## config.mk

```make
export PLATFORM = sky130hd
export DESIGN_NAME = clic_arbiter
export DESIGN_NICKNAME = d
export VERILOG_FILES = /design/src/rtl/clic_pkg.sv /design/src/rtl/clic_scan_cmp.sv /design/src/rtl/clic_arbiter.sv
export SDC_FILE = /design/constraint.sdc
export NUM_CORES = 1
export LEC_CHECK = 0
export ABC_CLOCK_PERIOD_IN_PS = 20300
export BUFFER_PORTS_ARGS = -buffer_cell sky130_fd_sc_hd__buf_2
export CORE_AREA = 5 5 265 267
export DETAILED_ROUTE_END_ITERATION = 8
export DIE_AREA = 0 0 270 272
export PLACE_DENSITY = 0.53
export SYNTH_ARGS = -nofsm -noshare
export SYNTH_HDL_FRONTEND = slang
export SYNTH_HIERARCHICAL = 1
export SYNTH_SLANG_ARGS = --single-unit
```

## constraint.sdc

```tcl
create_clock -name clk -period 20.3 [get_ports clk]
set_clock_uncertainty 0.15 [all_clocks]
set_input_delay 2.03 -clock clk [delete_from_list [all_inputs] [get_ports clk]]
set_output_delay 2.03 -clock clk [all_outputs]
set_load 0.005 [all_outputs]
```

## src/rtl/clic_pkg.sv

```systemverilog
`default_nettype none
// ============================================================================
// Module      : clic_pkg
// Description : Shared constants, FSM state type and level-decode helper for
//               the CLIC priority arbiter.
// Revision    : 1.0 - initial release
// ============================================================================
package clic_pkg;

  localparam int CLICINTCTLBITS = 8;

  typedef enum logic [1:0] {
    IDLE    = 2'd0,
    SCAN    = 2'd1,
    PRESENT = 2'd2,
    CLAIM   = 2'd3
  } arb_state_e;

  // The upper nlbits of ctl carry the level; the remaining low bits read as 1.
  // nlbits above 8 behaves like 8, and nlbits == 0 yields level 0xFF.
  function automatic logic [CLICINTCTLBITS-1:0] clic_level(
    input logic [CLICINTCTLBITS-1:0] ctl,
    input logic [3:0]                nlbits
  );
    logic [3:0] n;
    n = (nlbits > 4'd8) ? 4'd8 : nlbits;
    return ctl | (8'hFF >> n);
  endfunction

endpackage
`default_nettype wire

```

## src/rtl/clic_scan_cmp.sv

```systemverilog
`default_nettype none
// ============================================================================
// Module      : clic_scan_cmp
// Description : Combinational compare over one scan chunk. Picks the eligible
//               candidate with the largest ctl; on equal ctl the higher
//               offset wins.
// Revision    : 1.0 - initial release
// ============================================================================
module clic_scan_cmp
  import clic_pkg::*;
#(
  parameter int SCAN_WIDTH = 8,
  parameter int OFFW       = (SCAN_WIDTH > 1) ? $clog2(SCAN_WIDTH) : 1
) (
  input  logic [SCAN_WIDTH-1:0]                cand_valid,
  input  logic [SCAN_WIDTH*CLICINTCTLBITS-1:0] cand_ctl,
  output logic                                 best_valid,
  output logic [OFFW-1:0]                      best_off,
  output logic [CLICINTCTLBITS-1:0]            best_ctl
);

  // Ascending walk with >= lets the higher offset win a ctl tie.
  always_comb begin
    best_valid = 1'b0;
    best_off   = '0;
    best_ctl   = '0;
    for (int i = 0; i < SCAN_WIDTH; i++) begin
      if (cand_valid[i] &&
          (!best_valid || (cand_ctl[i*CLICINTCTLBITS +: CLICINTCTLBITS] >= best_ctl))) begin
        best_valid = 1'b1;
        best_off   = OFFW'(i);
        best_ctl   = cand_ctl[i*CLICINTCTLBITS +: CLICINTCTLBITS];
      end
    end
  end

endmodule
`default_nettype wire

```

## src/rtl/clic_arbiter.sv

```systemverilog
`default_nettype none
// ============================================================================
// Module      : clic_arbiter
// Description : CLIC priority arbiter. Sweeps the interrupt state one chunk
//               per cycle, keeps a running best, presents the winner over a
//               valid/ready claim handshake and withdraws it if it loses
//               eligibility. Optional feature macro: CLIC_ARB_SHV_EN adds
//               int_shv / irq_shv (selective hardware vectoring bit).
// Revision    : 1.0 - initial release
// ============================================================================
module clic_arbiter
  import clic_pkg::*;
#(
  parameter int NUM_INT    = 64,
  parameter int SCAN_WIDTH = 8
) (
  input  logic                                clk,
  input  logic                                rst,
  input  logic [NUM_INT-1:0]                  int_ip,
  input  logic [NUM_INT-1:0]                  int_ie,
  input  logic [NUM_INT*CLICINTCTLBITS-1:0]   int_ctl,
  input  logic [3:0]                          nlbits,
  input  logic [7:0]                          cur_level,
  input  logic [7:0]                          threshold,
`ifdef CLIC_ARB_SHV_EN
  input  logic [NUM_INT-1:0]                  int_shv,
  output logic                                irq_shv,
`endif
  output logic                                irq_valid,
  output logic [$clog2(NUM_INT)-1:0]          irq_id,
  output logic [7:0]                          irq_level,
  input  logic                                irq_ready,
  output logic                                claim_pulse,
  output logic [$clog2(NUM_INT)-1:0]          claim_id
);

  localparam int NUM_CHUNK = NUM_INT / SCAN_WIDTH;
  localparam int IDW       = $clog2(NUM_INT);
  localparam int CNTW      = (NUM_CHUNK > 1) ? $clog2(NUM_CHUNK) : 1;
  localparam int OFFW      = (SCAN_WIDTH > 1) ? $clog2(SCAN_WIDTH) : 1;
  localparam int CB        = CLICINTCTLBITS;

  arb_state_e             state, state_nxt;
  logic [CNTW-1:0]        cnt;
  logic                   best_valid;
  logic [IDW-1:0]         best_id;
  logic [CB-1:0]          best_ctl;

  logic [IDW-1:0]         chunk_base;
  logic [SCAN_WIDTH-1:0]  chunk_ip, chunk_ie, chunk_elig;
  logic [SCAN_WIDTH*CB-1:0] chunk_ctl;
  logic                   cmp_valid;
  logic [OFFW-1:0]        cmp_off;
  logic [CB-1:0]          cmp_ctl;
  logic                   merge_valid;
  logic [IDW-1:0]         merge_id;
  logic [CB-1:0]          merge_ctl;
  logic                   last_chunk;
  logic [CB-1:0]          held_ctl, held_lvl;
  logic                   held_elig;

  assign last_chunk = (cnt == CNTW'(NUM_CHUNK - 1));
  assign chunk_base = IDW'(cnt * SCAN_WIDTH);
  assign chunk_ip   = int_ip[chunk_base +: SCAN_WIDTH];
  assign chunk_ie   = int_ie[chunk_base +: SCAN_WIDTH];
  assign chunk_ctl  = int_ctl[chunk_base*CB +: SCAN_WIDTH*CB];

  generate
    for (genvar j = 0; j < SCAN_WIDTH; j++) begin : g_elig
      logic [CB-1:0] lvl;
      assign lvl = clic_level(chunk_ctl[j*CB +: CB], nlbits);
      assign chunk_elig[j] = chunk_ip[j] & chunk_ie[j] &
                             (lvl > cur_level) & (lvl > threshold);
    end
  endgenerate

  clic_scan_cmp #(
    .SCAN_WIDTH (SCAN_WIDTH),
    .OFFW       (OFFW)
  ) u_scan_cmp (
    .cand_valid (chunk_elig),
    .cand_ctl   (chunk_ctl),
    .best_valid (cmp_valid),
    .best_off   (cmp_off),
    .best_ctl   (cmp_ctl)
  );

  // Presented interrupt is re-qualified against live inputs every cycle.
  assign held_ctl  = int_ctl[irq_id*CB +: CB];
  assign held_lvl  = clic_level(held_ctl, nlbits);
  assign held_elig = int_ip[irq_id] & int_ie[irq_id] &
                     (held_lvl > cur_level) & (held_lvl > threshold);

  // Fold this chunk's winner into the running best; chunk ids are always
  // higher than earlier ones, so the chunk wins a ctl tie.
  always_comb begin
    merge_valid = best_valid;
    merge_id    = best_id;
    merge_ctl   = best_ctl;
    if (cmp_valid && (!best_valid || (cmp_ctl >= best_ctl))) begin
      merge_valid = 1'b1;
      merge_id    = chunk_base + IDW'(cmp_off);
      merge_ctl   = cmp_ctl;
    end
  end

  // FSM state register.
  always_ff @(posedge clk) begin
    if (rst) state <= IDLE;
    else     state <= state_nxt;
  end

  // Next-state logic; withdrawal outranks irq_ready.
  always_comb begin
    state_nxt = state;
    case (state)
      IDLE:    state_nxt = SCAN;
      SCAN:    if (last_chunk && merge_valid) state_nxt = PRESENT;
      PRESENT: begin
        if (!held_elig)     state_nxt = SCAN;
        else if (irq_ready) state_nxt = CLAIM;
      end
      CLAIM:   state_nxt = SCAN;
      default: state_nxt = IDLE;
    endcase
  end

  assign irq_valid   = (state == PRESENT);
  assign claim_pulse = (state == CLAIM);

  // Chunk counter, running best and the held winner / claimed id.
  always_ff @(posedge clk) begin
    if (rst) begin
      cnt        <= '0;
      best_valid <= 1'b0;
      best_id    <= '0;
      best_ctl   <= '0;
      irq_id     <= '0;
      irq_level  <= '0;
      claim_id   <= '0;
    end else begin
      if (state == SCAN) begin
        if (last_chunk) begin
          cnt        <= '0;
          best_valid <= 1'b0;
          best_id    <= '0;
          best_ctl   <= '0;
          if (merge_valid) begin
            irq_id    <= merge_id;
            irq_level <= clic_level(merge_ctl, nlbits);
          end
        end else begin
          cnt        <= cnt + 1'b1;
          best_valid <= merge_valid;
          best_id    <= merge_id;
          best_ctl   <= merge_ctl;
        end
      end else begin
        cnt        <= '0;
        best_valid <= 1'b0;
        best_id    <= '0;
        best_ctl   <= '0;
      end
      if ((state == PRESENT) && held_elig && irq_ready)
        claim_id <= irq_id;
    end
  end

`ifdef CLIC_ARB_SHV_EN
  // Vectoring bit of the winner, captured alongside irq_id.
  always_ff @(posedge clk) begin
    if (rst)
      irq_shv <= 1'b0;
    else if ((state == SCAN) && last_chunk && merge_valid)
      irq_shv <= int_shv[merge_id];
  end
`endif

endmodule
`default_nettype wire

```

Word-level counts from Yosys, hierarchy flattened
Index checks and enable logic that the tools add are counted.
{"block": "word_totals", "register_bits": 40, "out_inout_bits": 22, "word_cells": 154}
{"block": "op_classes", "add_sub_neg": 2, "order_cmp": 28, "eq_ne": 6, "shift": 5, "muxes": 35, "bitwise_logic": 38, "reduce_logical": 32}
{"cell": "512-bit by 10-bit variable part select with 64-bit output", "count": 1}
{"cell": "512-bit by 10-bit variable part select with 8-bit output", "count": 1}
{"cell": "8-bit greater-than comparator", "count": 18}
{"cell": "64-bit by 7-bit variable part select with 8-bit output", "count": 2}
{"cell": "8-bit OR", "count": 10}
{"cell": "8-bit two-way mux", "count": 9}
{"cell": "8-bit >= comparator", "count": 8}
{"cell": "1-bit bitwise AND", "count": 27}
{"cell": "1-bit binary-select mux with 6-bit select", "count": 2}
{"cell": "1-bit two-way mux", "count": 12}
{"cell": "3-bit two-way mux", "count": 4}
{"cell": "1-bit logical AND", "count": 11}
{"cell": "2-bit two-way mux", "count": 5}
{"cell": "1-bit zero test", "count": 8}
{"cell": "1-bit logical OR", "count": 8}
{"cell": "8-bit by 4-bit right shift with 8-bit output, first input constant", "count": 1}
{"cell": "6-bit by 7-bit less-than comparator with 1-bit output, second input constant", "count": 1}
{"cell": "6-bit by 3-bit adder with 6-bit output", "count": 1}
{"cell": "6-bit two-way mux", "count": 1}
{"cell": "2-bit case mux with 3 select lines", "count": 1}
{"cell": "2-bit == test, second input constant", "count": 2}
{"cell": "4-bit greater-than comparator, second input constant", "count": 1}
{"cell": "4-bit two-way mux", "count": 1}
{"cell": "3-bit by 1-bit adder with 3-bit output, second input constant", "count": 1}
{"cell": "10 further kinds", "count": 10}

Longest topological paths before layout
Gate-level depths: netlist (run 1).
{"block": "depth", "depth_word": 43, "ltp_mapped": 82}

Modules after synthesis
Netlist (run 1), hierarchy kept.
{"module": "clic_arbiter", "n_inst": 1, "cells_per_inst": 1303, "area_per_inst_um2": 14388.8, "seq_area_each_um2": 800.8}
{"module": "clic_scan_cmp", "n_inst": 1, "cells_per_inst": 347, "area_per_inst_um2": 2463.6, "seq_area_each_um2": 0.0}

Least setup slack after synthesis (run 1)
No wires, ideal clock.
{"block": "synth_path", "path_kind": "input-to-reg", "from": "in int_ctl[449]", "to": "reg irq_id[2]", "setup_ns": 0.091, "arrival_ns": 16.827, "required_time_ns": 20.059, "path_slack_ns": 3.232, "stages": 76, "path_buffers": 10, "cell_sequence": "mux4_2 -> mux2_2 -> or3b_2 -> ha_1 -> nor2b_1 -> o21ai_0 -> nand2b_1 -> a21oi_1 -> nor2b_1 -> o21ai_0 -> a21oi_1 -> buf_2 -> and2_1 -> ha_1 -> nand2b_1 -> a2111o_1 -> a211o_1 -> a21bo_2 -> (+40 left out) -> nand2b_1 -> a21o_1 -> a211o_1 -> a2111o_1 -> o211ai_2 -> buf_6 -> mux2i_1 -> o21ai_1 -> inv_1 -> ha_1 -> nand2b_1 -> a21o_1 -> a21o_1 -> a21oi_1 -> o21a_1 -> clkbuf_1 -> o21ai_0 -> a311oi_1"}
{"block": "synth_between", "elab_chain_len": 39, "elab_cells_between_ends": 64}
{"item": "start: declaration", "line": "clic_arbiter.sv:21", "text": "input logic [NUM_INT*CLICINTCTLBITS-1:0] int_ctl,"}
{"item": "512-bit by 10-bit variable part select with 64-bit output *", "line": "clic_arbiter.sv:66", "text": "assign chunk_ctl = int_ctl[chunk_base*CB +: SCAN_WIDTH*CB];"}
{"item": "named net chunk_ctl[1]", "line": "clic_arbiter.sv:51", "text": "logic [SCAN_WIDTH*CB-1:0] chunk_ctl;"}
{"item": "8-bit OR *", "line": "clic_pkg.sv:27", "text": "return ctl | (8'hFF >> n);"}
{"item": "8-bit greater-than comparator", "line": "clic_arbiter.sv:73", "text": "(lvl > cur_level) & (lvl > threshold);"}
{"item": "1-bit bitwise AND", "line": "clic_arbiter.sv:72", "text": "assign chunk_elig[j] = chunk_ip[j] & chunk_ie[j] &"}
{"item": "1-bit bitwise AND *", "line": "clic_arbiter.sv:73"}
{"item": "named net chunk_elig[0]", "line": "clic_arbiter.sv:50", "text": "logic [SCAN_WIDTH-1:0] chunk_ip, chunk_ie, chunk_elig;"}
{"item": "8-bit two-way mux or 1-bit two-way mux (tied branches)", "line": "clic_scan_cmp.sv:28", "text": "if (cand_valid[i] &&"}
{"item": "(+26 left out)"}
{"item": "1-bit logical AND", "line": "clic_scan_cmp.sv:28"}
{"item": "8-bit two-way mux *", "line": "clic_scan_cmp.sv:28"}
{"item": "named net cmp_ctl[0]", "line": "clic_arbiter.sv:54", "text": "logic [CB-1:0] cmp_ctl;"}
{"item": "8-bit >= comparator *", "line": "clic_arbiter.sv:100", "text": "if (cmp_valid && (!best_valid || (cmp_ctl >= best_ctl))) begin"}
{"item": "1-bit logical OR *", "line": "clic_arbiter.sv:100"}
{"item": "1-bit logical AND *", "line": "clic_arbiter.sv:100"}
{"item": "1-bit two-way mux", "line": "clic_arbiter.sv:100"}
{"item": "3-bit AND reduction (no line)"}
{"item": "end signal: assignment", "line": "clic_arbiter.sv:149", "text": "irq_id <= merge_id;"}
{"item": "end: declaration", "line": "clic_arbiter.sv:30", "text": "output logic [$clog2(NUM_INT)-1:0] irq_id,"}
Mark *: on every way through the listed nets, which the timed path passes. The rest lies on a longest branch.
A chain may end at the register's enable or synchronous reset.

Worst setup path after layout (run 1)
{"block": "layout_path", "from": "in int_ctl[129]", "to": "reg irq_id[3]"}
Same word-level chain as after synthesis.

==> summary.txt, run 1 <==
Clock tree
  – Clock slew at reported path FFs: 0.06 ns
  – Clock tree buffer depth: 2
  – Root Driver: clkbuf_16
  – Num CTS Buffers: 5
  – # hold bufs at CTS: 0
  – H-tree depth: 2
  – CTS sink count: 40
  – Setup Fix Bufs, Post-CTS: 0
  – CTS resizes: 0
  – Clock Latency Late Sink: 0.28 ns
  – CTS tree: yes

Synth
  – Top FF cell, synth: dfxtp_1
  – Ys Warns: 6
  – Register area share after synthesis: 4.75%
  – Synth Area in Simple Gates: 13.2%
  – Largest family of logic cells by synthesized area: multiplexers
  – Compound-Gate Fraction of Synth Area: 15.0%
  – Post-synth cell types: 63
  – Asr flop ratio synth: 0%
  – Synth Area in Adders: 15.6%
  – Top post-synthesis cells by area: mux4_2 (41%), ha_1 (16%), dfxtp_1 (4.8%)
  – EDFF count, synth: 0
  – Post-synth top area share: 40.9%
  – Post-synthesis mux area share: 47.0%
  – Gate count after technology mapping: 1650
  – Synth Cell Area: 0.0169 mm²
  – Yosys reg bits: 40
  – Synth Net Count: 2523
  – Syn_area_per_cell: 10.2 µm²
  – Post-synth top area cell: mux4_2
  – Synth Area in XOR/XNOR: 0%

Global routing
  – Initial antenna violation count: 52
  – Total gr overflow: 0
  – Number of global-route vias before repair: 19.3k
  – Total track usage: 27.8%
  – First-pass GRT wire length: 149000 µm
  – Largest net degree at the start of global routing: 94

Pwr
  – Int Power: 370 µW
  – Leakage: 0.00887 µW
  – Sequential Power Share: 12.2%
  – Pwr/cell area: 32.1 mW/mm²
  – VDD IR max: 0.0000361 V
  – Clock power share: 14.0%
  – Switching Power: 316 µW
  – Combinational share of power: 73.8%
  – Switching part of the total: 46.1%

Floorplan
  – Core Footprint: 0.0679 mm²
  – Die W: 270 µm
  – Die area: 0.0734 mm²
  – Die height: 272 µm
  – Row Count: 96
  – # IOs: 685
  – Starting density of the core: 24.8%

Setup path
  – CP Class: in -> reg
  – Worst EP required: 20.33 ns
  – Slowest CP cell: and2_1
  – Setup crit start kind: primary input
  – Crit path DAT: 19.00 ns
  – CP most frequent cell: ha_1
  – Crit path max fanout: 24
  – Critical Path Max Stage Delay: 0.61 ns
  – Element type at the critical path end: flip-flop

Layout
  – Final-stage net count: 3120
  – Most frequent cells in the layout: buf_2 (684), mux4_2 (306), ha_1 (210)
  – Area of the multi-input gates: 0.0153 mm²
  – Register area: 826 µm²
  – Share of cells above drive strength 1: 49.8%
  – Commonest non-fill, non-tap cell in the layout: buf_2
  – Utilization after layout: 31.5%
  – P&R area growth vs syn: 26.7%
  – Fillers: 7072

Detailed routing
  – DR pass1 iterations: 5
  – Vias: 19.1k
  – Wire per inst: 34.3 µm
  – Vias per cell: 6.04
  – Drt initial violations: 2061
  – Detail Route Antenna Nets: 0
  – DRC violations left: 0
  – WL final: 108000 µm

STA
  – Slew Limit Fails: 0
  – Worst rel slew slack: 21.0%
  – Min cycle time layout: 18.96 ns
  – Minimum hold slack: 0.328 ns
  – Least-Margin Pin Slew: 1.18 ns
  – Max frequency: 0.0527 GHz
  – Final setup vio count: 0
  – RSZ-0062 raised after global routing: no
  – Final setup TNS: 0 ns
  – Final hold vios: 0
  – Final period util: 93.4%

Run status
  – Status: complete, no violations

Placement
  – Final GP Congestion: 1.08
  – PortBufs: 684
  – DP HPWL: 94900 µm

Flow run
  – Max-cap violation count: 0

Min path
  – Worst Hold Class: reg -> reg
-- final timing paths --
| kind | slack [ns] | cells past startpoint | start | endpoint |
|---|---|---|---|---|
| worst min-delay path | 0.33 | 2 | claim_id[1] | claim_id[1] |
| worst min register to register | 0.33 | 2 | claim_id[1] | claim_id[1] |
| worst max-delay path | 1.34 | 72 | int_ctl[129] | irq_id[3] |
| worst max register to register | 2.19 | 71 | cnt[0] | irq_id[3] |
-- through the flow --
| step | std cells | area [µm²] | setup WS (ns) | power [µW] |
|---|---|---|---|---|
| floorplan | 1650 | 16900 | 3.23 | 363 |
| global placement | 3122 | 21100 | 1.50 | 573 |
| detailed placement | 3122 | 21100 | 1.39 | 578 |
| CTS | 3130 | 21300 | 1.59 | 677 |
| global route | 3146 | 21300 | 0.414 | 727 |
| finish | 3153 | 21400 | 1.34 | 686 |
-- critical path, delay by kind of cell --
family	cells	cell delay, ns
AO/OA/AOI/OAI	36	8.47
adder cells (fa/ha/maj)	9	2.42
buffers and inverters	7	1.53
multiplexers	2	0.85
AND/OR/NAND/NOR	18	3.68
-- cells in the mapped netlist, types with 6 or more instances --
| cell type | number |
|---|---|
| mux4_2 | 306 |
| ha_1 | 210 |
| a21oi_1 | 115 |
| o21ai_0 | 98 |
| nand2_1 | 96 |
| nand2b_1 | 84 |
| mux2_2 | 64 |
| nor2_1 | 62 |
| clkbuf_1 | 60 |
| nand3_1 | 59 |
| inv_1 | 53 |
| dfxtp_1 | 40 |
| a21o_1 | 38 |
| buf_2 | 33 |
| nand4_1 | 31 |
| mux2i_1 | 30 |
| nor2b_1 | 26 |
| o22ai_1 | 21 |
| buf_1 | 19 |
| a211oi_1 | 18 |
| and2_1 | 18 |
| and3_1 | 14 |
| o21a_1 | 14 |
| o21bai_1 | 12 |
| o21ai_1 | 9 |
| a21boi_0 | 8 |
| a311oi_1 | 8 |
| a41oi_1 | 8 |
| or3b_2 | 8 |
| o211ai_1 | 7 |
| o311ai_0 | 7 |
| a2111oi_0 | 6 |
| buf_6 | 6 |
-- power by group through the flow --
stage	sequential, µW	combinational (µW)	clock (µW)
5_1_grt	84.1	543	101
3_3_place_gp	85.3	488	0
2_1_floorplan	82.5	281	0
4_1_cts	83.8	495	97.7
6_report	83.6	506	96.3
3_5_place_dp	85.5	493	0
-- cells by family after synthesis --
family                   after synthesis
buffers and inverters                175
AO/OA/AOI/OAI                        401
adder cells (fa/ha/maj)              210
flip-flops                            40
multiplexers                         400
AND/OR/NAND/NOR                      424
-- routing by layer --
| metal | part of all wire (%) | track usage, % | vias up |
|---|---|---|---|
| met5 | 0.12 | 0 | - |
| met4 | 3.8 | 8.45 | 24 |
| met3 | 10 | 7.29 | 196 |
| met2 | 46 | 44.4 | 1277 |
| met1 | 40 | 37.1 | 9570 |
| li1 | - | - | 7988 |
-- area by class of cell --
| type | instances | share of cell area [%] |
|---|---|---|
| sequential | 40 | 3.87 |
| clock buffer | 7 | 0.721 |
| antenna | 23 | 0.270 |
| timing repair buffer | 712 | 17.3 |
| tap | 882 | 5.17 |
| clock inverter | 1 | 0.141 |
| multi-input combinational | 1435 | 71.6 |
| inverter | 53 | 0.932 |
-- registers in the layout (all words and copies together) (netlist names) --
| signal | cells |
|---|---|
| best_ctl | 8 |
| cnt | 3 |
| best_valid | 1 |
| state | 2 |
| irq_level | 8 |
| irq_id | 6 |
| claim_id | 6 |
| best_id | 6 |
Power figures use the tool's default switching activity.
==> inputs of run 2 (changes only) <==
Settings changed: ABC_CLOCK_PERIOD_IN_PS 20300 to 23500.
Clock period 20.3 ns to 23.5 ns, I/O delays scaled along.
==> run 2 against run 1 <==
Via count is 0.13% lower. Global-route usage is 0.056 points higher. Routed wire length hardly changed. Sequential power is 15% lower. Total power is 16% lower. Critical endpoint is now irq_id[4].
==> summary.txt, run 2 (synthesized netlist as in run 1, its figures left out) <==
STA
  – Final setup TNS: 0 ns
  – Final setup vio count: 0
  – Max frequency: 0.0465 GHz
  – Min cycle time layout: 21.50 ns
  – Least-Margin Pin Slew: 1.33 ns
  – Fin worst setup slack: 2.00 ns
  – Final hold vios: 0
  – Final period util: 91.5%
  – RSZ-0062 raised after global routing: no
  – Worst rel slew slack: 11.5%
  – Slew Limit Fails: 0

Min path
  – Min-Delay Endpoint: claim_id[3]
  – Hold_sp: claim_id[3]
  – Worst Hold Class: reg -> reg
  – Hold path depth: 2

Clock tree
  – CTS sink count: 40
  – Num CTS Buffers: 5
  – Clock Latency Late Sink: 0.29 ns
  – CTS resizes: 0
  – # hold bufs at CTS: 0
  – Clock slew at reported path FFs: 0.06 ns
  – Root Driver: clkbuf_16
  – Clock tree buffer depth: 2
  – H-tree depth: 2
  – Setup Fix Bufs, Post-CTS: 0
  – CTS tree: yes

Layout
  – Final-stage net count: 3111
  – Share of cells above drive strength 1: 49.5%
  – Top Registers: best_ctl x8, irq_level x8
  – P&R area growth vs syn: 26.0%
  – Commonest non-fill, non-tap cell in the layout: buf_2
  – Fillers: 7157
  – Most frequent cells in the layout: buf_2 (684), mux4_2 (306), ha_1 (210)

Pwr
  – Switching part of the total: 47.9%
  – Clock power share: 11.7%
  – Combinational share of power: 75.9%
  – VDD IR max: 0.0000238 V
  – Switching Power: 276 µW
  – Pwr/cell area: 27.1 mW/mm²
  – Int Power: 300 µW
  – Sequential Power Share: 12.4%
  – Leakage: 0.00880 µW

Detailed routing
  – DRC violations left: 0
  – Vias per cell: 6.04
  – Detail Route Antenna Nets: 0
  – Wire per inst: 34.3 µm
  – DR pass1 iterations: 5
  – Drt initial violations: 2061
  – WL final: 108000 µm
  – Vias: 19.0k

Placement
  – PortBufs: 684
  – Setup WS pre-CTS: 2.24 ns
  – DP HPWL: 94800 µm
  – Final GP Congestion: 1.05

Global routing
  – Met2 usage: 44.4%
  – Initial antenna violation count: 52
  – Most used routing layer: met2
  – First-pass GRT wire length: 149000 µm
  – Largest net degree at the start of global routing: 112
  – Number of global-route vias before repair: 19.4k
  – Met3 usage: 6.41%
  – Total gr overflow: 0
  – Met1 capacity usage during global routing: 38.0%
  – Total track usage: 27.9%

Setup path
  – CP most frequent cell: ha_1
  – Worst EP required: 23.54 ns
  – Critical Path Max Stage Delay: 1.03 ns
  – Element type at the critical path end: flip-flop
  – Worst R2R Path Depth: 68
  – Internal reg-to-reg setup slack: 2.96 ns
  – CP Class: in -> reg
  – RR Startpoint: cnt[0]
  – Critical path launch point: int_ctl[129]
  – Setup crit start kind: primary input
  – Slowest CP cell: o2bb2ai_1
  – Crit path DAT: 21.54 ns
  – FF-to-FF End: irq_id[4]
  – Crit path max fanout: 29

Floorplan
  – Row Count: 96
  – Die W: 270 µm
  – Die area: 0.0734 mm²
  – Die height: 272 µm
  – # IOs: 685
  – Starting density of the core: 24.8%
  – Core Footprint: 0.0679 mm²

Run status
  – Status: complete, no violations

Flow run
  – Max-cap violation count: 0
-- run 2: cell types whose count changed in the layout (fill, tap and decap cells not counted), sizes merged --
cell      change
clkbuf        -1
buf           -9
clkinv        +1
diode         +8
bufinv        -1
clkinvlp      +1
-- run 2: power groups by stage --
stage | Sequential, µW | Clock, µW | Combinational, µW
6_report | 71.4 | 67.2 | 438
5_1_grt | 71.8 | 72.1 | 471
4_1_cts | 71.5 | 68.5 | 429
3_5_place_dp | 73.0 | 0 | 427
3_3_place_gp | 72.9 | 0 | 421
2_1_floorplan | 71.3 | 0 | 242
-- run 2: final cells by class --
class	count	area (µm²)	area share (%)
inverter	53	199	0.937
clock buffer	6	129	0.607
tap	882	1100	5.20
multi-input combinational	1435	15300	72.0
clock inverter	2	11.3	0.0530
sequential	40	826	3.89
antenna	31	77.6	0.365
timing repair buffer	703	3590	16.9
-- run 2: stage by stage --
| step | hold slack (ns) | utilization [%] | power, µW | cell area [µm²] | std cells |
|---|---|---|---|---|---|
| after floorplan | 0.299 | - | 314 | 16900 | 1650 |
| after global placement | 0.310 | 31.0 | 494 | 21000 | 3113 |
| after detailed placement | 0.318 | 31.0 | 500 | 21000 | 3113 |
| after CTS | 0.333 | 31.2 | 569 | 21200 | 3121 |
| after global routing | 0.351 | 31.2 | 615 | 21200 | 3138 |
| final | 0.330 | 31.3 | 576 | 21200 | 3152 |
-- run 2: worst max path at each step --
stage | endpoint | cells past startpoint | slack (ns)
6_report | irq_id[4] | 68 | 2.00
5_1_grt | irq_id[3] | 70 | 0.84
4_1_cts | irq_id[4] | 68 | 2.48
3_5_place_dp | irq_id[4] | 68 | 2.24
3_3_place_gp | irq_id[3] | 69 | 2.23
2_1_floorplan | irq_id[2] | 76 | 6.11
-- run 2: critical path, delay by kind of cell --
| family | cells | cell delay [ns] |
|---|---|---|
| buffers and inverters | 3 | 0.53 |
| adders and majority gates | 9 | 2.56 |
| AOI/OAI and AO/OA | 35 | 11.05 |
| muxes | 2 | 0.84 |
| and+or+nand+nor | 19 | 4.15 |
-- run 2: layer usage --
metal / vias up / wire, µm
met4: 18 / 3840
met3: 182 / 10700
met2: 1275 / 49200
met5: - / 117
li1: 7960 / -
met1: 9596 / 44300
==> inputs of run 3 (changes only) <==
Settings changed: ABC_AREA set to 1, CORE_AREA 5 5 265 267 to 5 5 262 264, DIE_AREA 0 0 270 272 to 0 0 267 269, PLACE_DENSITY 0.53 to 0.56.
==> run 3 against run 2 <==
Hold slack better by 0.013 ns. First-iteration DRC count up 120%. Global-route usage up 4.7 points. Clock power up 17%. Design area up 5.1%. Sequential share of layout area down 0.20 points. Via count up 47%. Clock-buffer cell count down 1.
==> summary.txt, run 3 <==
Floorplan
  – Starting density of the core: 27.8%
  – Row Count: 95
  – Die area: 0.0718 mm²
  – Core Footprint: 0.0663 mm²
  – Die height: 269 µm
  – Die W: 267 µm
  – # IOs: 685

Detailed routing
  – Vias per cell: 5.79
  – DRC violations left: 0
  – WL final: 126000 µm
  – Detail Route Antenna Nets: 0
  – Drt initial violations: 4515
  – Wire per inst: 26.1 µm
  – DR pass1 iterations: 9
  – Vias: 28.0k

Synth
  – Synth Cell Area: 0.0185 mm²
  – Post-synth top area cell: nand2_1
  – Ys Warns: 6
  – Register area share after synthesis: 4.34%
  – EDFF count, synth: 0
  – Post-synth cell types: 56
  – Yosys reg bits: 40
  – Gate count after technology mapping: 3423
  – Most frequent cell after synthesis: nand2_1
  – Post-synth top area share: 14.6%
  – Top post-synthesis cells by count: nand2_1 (718), o21ai_0 (518), nor2_1 (428)
  – Synth Net Count: 4296
  – Top FF cell, synth: dfxtp_1
  – Syn_area_per_cell: 5.39 µm²
  – Top post-synthesis cells by area: nand2_1 (15%), ha_1 (14%), o21ai_0 (14%)
  – Asr flop ratio synth: 0%

Clock tree
  – Root Driver: clkbuf_16
  – CTS sink count: 40
  – # hold bufs at CTS: 0
  – Setup Fix Bufs, Post-CTS: 0
  – CTS tree: yes
  – Clock tree buffer depth: 2
  – H-tree depth: 2
  – CTS resizes: 0
  – Clock slew at reported path FFs: 0.06 ns
  – Clock Latency Late Sink: 0.29 ns
  – Num CTS Buffers: 5

Global routing
  – Number of global-route vias before repair: 25.6k
  – Total gr overflow: 0
  – First-pass GRT wire length: 176000 µm
  – Initial antenna violation count: 62
  – Total track usage: 32.6%
  – Largest net degree at the start of global routing: 141

Layout
  – Most frequent cells in the layout: nand2_1 (718), buf_2 (684), o21ai_0 (517)
  – Fillers: 7864
  – P&R area growth vs syn: 20.9%
  – Top Registers: best_ctl x8, irq_level x8
  – Utilization after layout: 33.6%
  – Final-stage net count: 4784
  – Commonest non-fill, non-tap cell in the layout: nand2_1
  – Share of cells above drive strength 1: 20.3%
  – Design area: 0.0223 mm²

Pwr
  – Clock power share: 12.2%
  – Pwr/cell area: 29.0 mW/mm²
  – Switching Power: 349 µW
  – Combinational share of power: 76.5%
  – Leakage: 0.0113 µW
  – Int Power: 298 µW
  – Sequential Power Share: 11.3%
  – VDD IR max: 0.0000333 V
  – Switching part of the total: 54.0%
  – Total power: 647 µW

STA
  – Worst rel slew slack: 23.8%
  – Slew Limit Fails: 0
  – Least-Margin Pin Slew: 1.14 ns
  – Final setup TNS: 0 ns
  – Final hold vios: 0
  – Final setup vio count: 0
  – RSZ-0062 raised after global routing: no
  – Max frequency: 0.0608 GHz
  – Final period util: 70.0%
  – Min cycle time layout: 16.46 ns

Setup path
  – Worst EP required: 23.53 ns
  – RR Startpoint: cnt[0]
  – Critical Path Max Stage Delay: 0.42 ns
  – Setup crit start kind: primary input
  – Element type at the critical path end: flip-flop
  – Critical path launch point: nlbits[3]
  – CP most frequent cell: nand2_1
  – Slowest CP cell: inv_1
  – CP Class: in -> reg
  – Crit path max fanout: 18
  – Crit path DAT: 16.49 ns

Run status
  – Status: complete, no violations

Placement
  – Final GP Congestion: 1.03
  – DP HPWL: 103000 µm
  – Dpl cell area: 0.0220 mm²
  – PortBufs: 684

Flow run
  – Max-cap violation count: 0

Min path
  – Hold_sp: claim_id[1]
  – Worst Hold Class: reg -> reg
[run 3: cell types whose count changed after synthesis, sizes merged, moves of 36 or more]
cell,delta
mux2,-64
a21oi,+256
clkbuf,+41
inv,+194
a21o,-36
o22ai,+97
o21ai,+447
nand3,+195
nor2,+371
nand2,+628
mux4,-306
o211ai,+45
buf,+88
nand2b,-84
[run 3: critical path: cells and delay by family]
kind	cells	cell delay, ns
simple gates	45	5.83
buf+inv	15	2.96
compound gates	22	2.95
fa+ha+maj	9	2.36
[run 3: power by group through the flow]
stage / logic (µW) / registers [µW] / clock network [µW]
detailed placement: 481 / 74.7 / 0
floorplan: 290 / 73.3 / 0
CTS: 484 / 73.2 / 79.4
global placement: 481 / 74.6 / 0
finish: 495 / 73.3 / 78.6
global route: 544 / 73.5 / 82.5
[run 3: worst paths after layout]
| path | end | slack, ns | cells past startpoint |
|---|---|---|---|
| max | irq_level[6] | 7.04 | 91 |
| min | claim_id[1] | 0.34 | 2 |
| max reg2reg | irq_level[6] | 7.40 | 90 |
| min reg2reg | claim_id[1] | 0.34 | 2 |
[run 3: through the flow]
stage               worst slack [ns]  std cells  hold slack [ns]
CTS                             7.28       4785            0.345
global placement                7.27       4777            0.331
floorplan                       9.67       3423            0.326
detailed placement              7.02       4777            0.330
finish                          7.04       4828            0.343
global route                    5.53       4812            0.359
[run 3: per-layer routing]
| metal | GRT usage, % | up-vias | part of all wire, % |
|---|---|---|---|
| met5 | 0 | - | 0.13 |
| met1 | 41.4 | 12800 | 39 |
| met3 | 7.87 | 355 | 12 |
| met2 | 52.4 | 1933 | 44 |
| li1 | - | 12900 | - |
| met4 | 15.0 | 24 | 5.4 |
[run 3: logic make-up (layout without fill, tap and decap cells)]
family                     count (synthesis)  after routing  synth area share [%]
AOI/OAI and AO/OA                       1191           1191                  35.6
DFF                                       40             40                  4.34
and+or+nand+nor                         1478           1478                  33.4
other                                      0             43                     0
adders and majority gates                210            210                  14.2
buffers and inverters                    504            993                  12.5
[run 3: area by class of cell]
class                   count  area, µm²  share of cell area (%)
diodes                     43        108                   0.482
clock buffers               5        125                   0.561
clock inverters             3       42.5                   0.191
inverters                 253        970                    4.35
multi-input cells        2879      15400                    68.8
flip-flops and latches     40        823                    3.69
well taps                 873       1090                    4.90
repair buffers            732       3800                    17.0
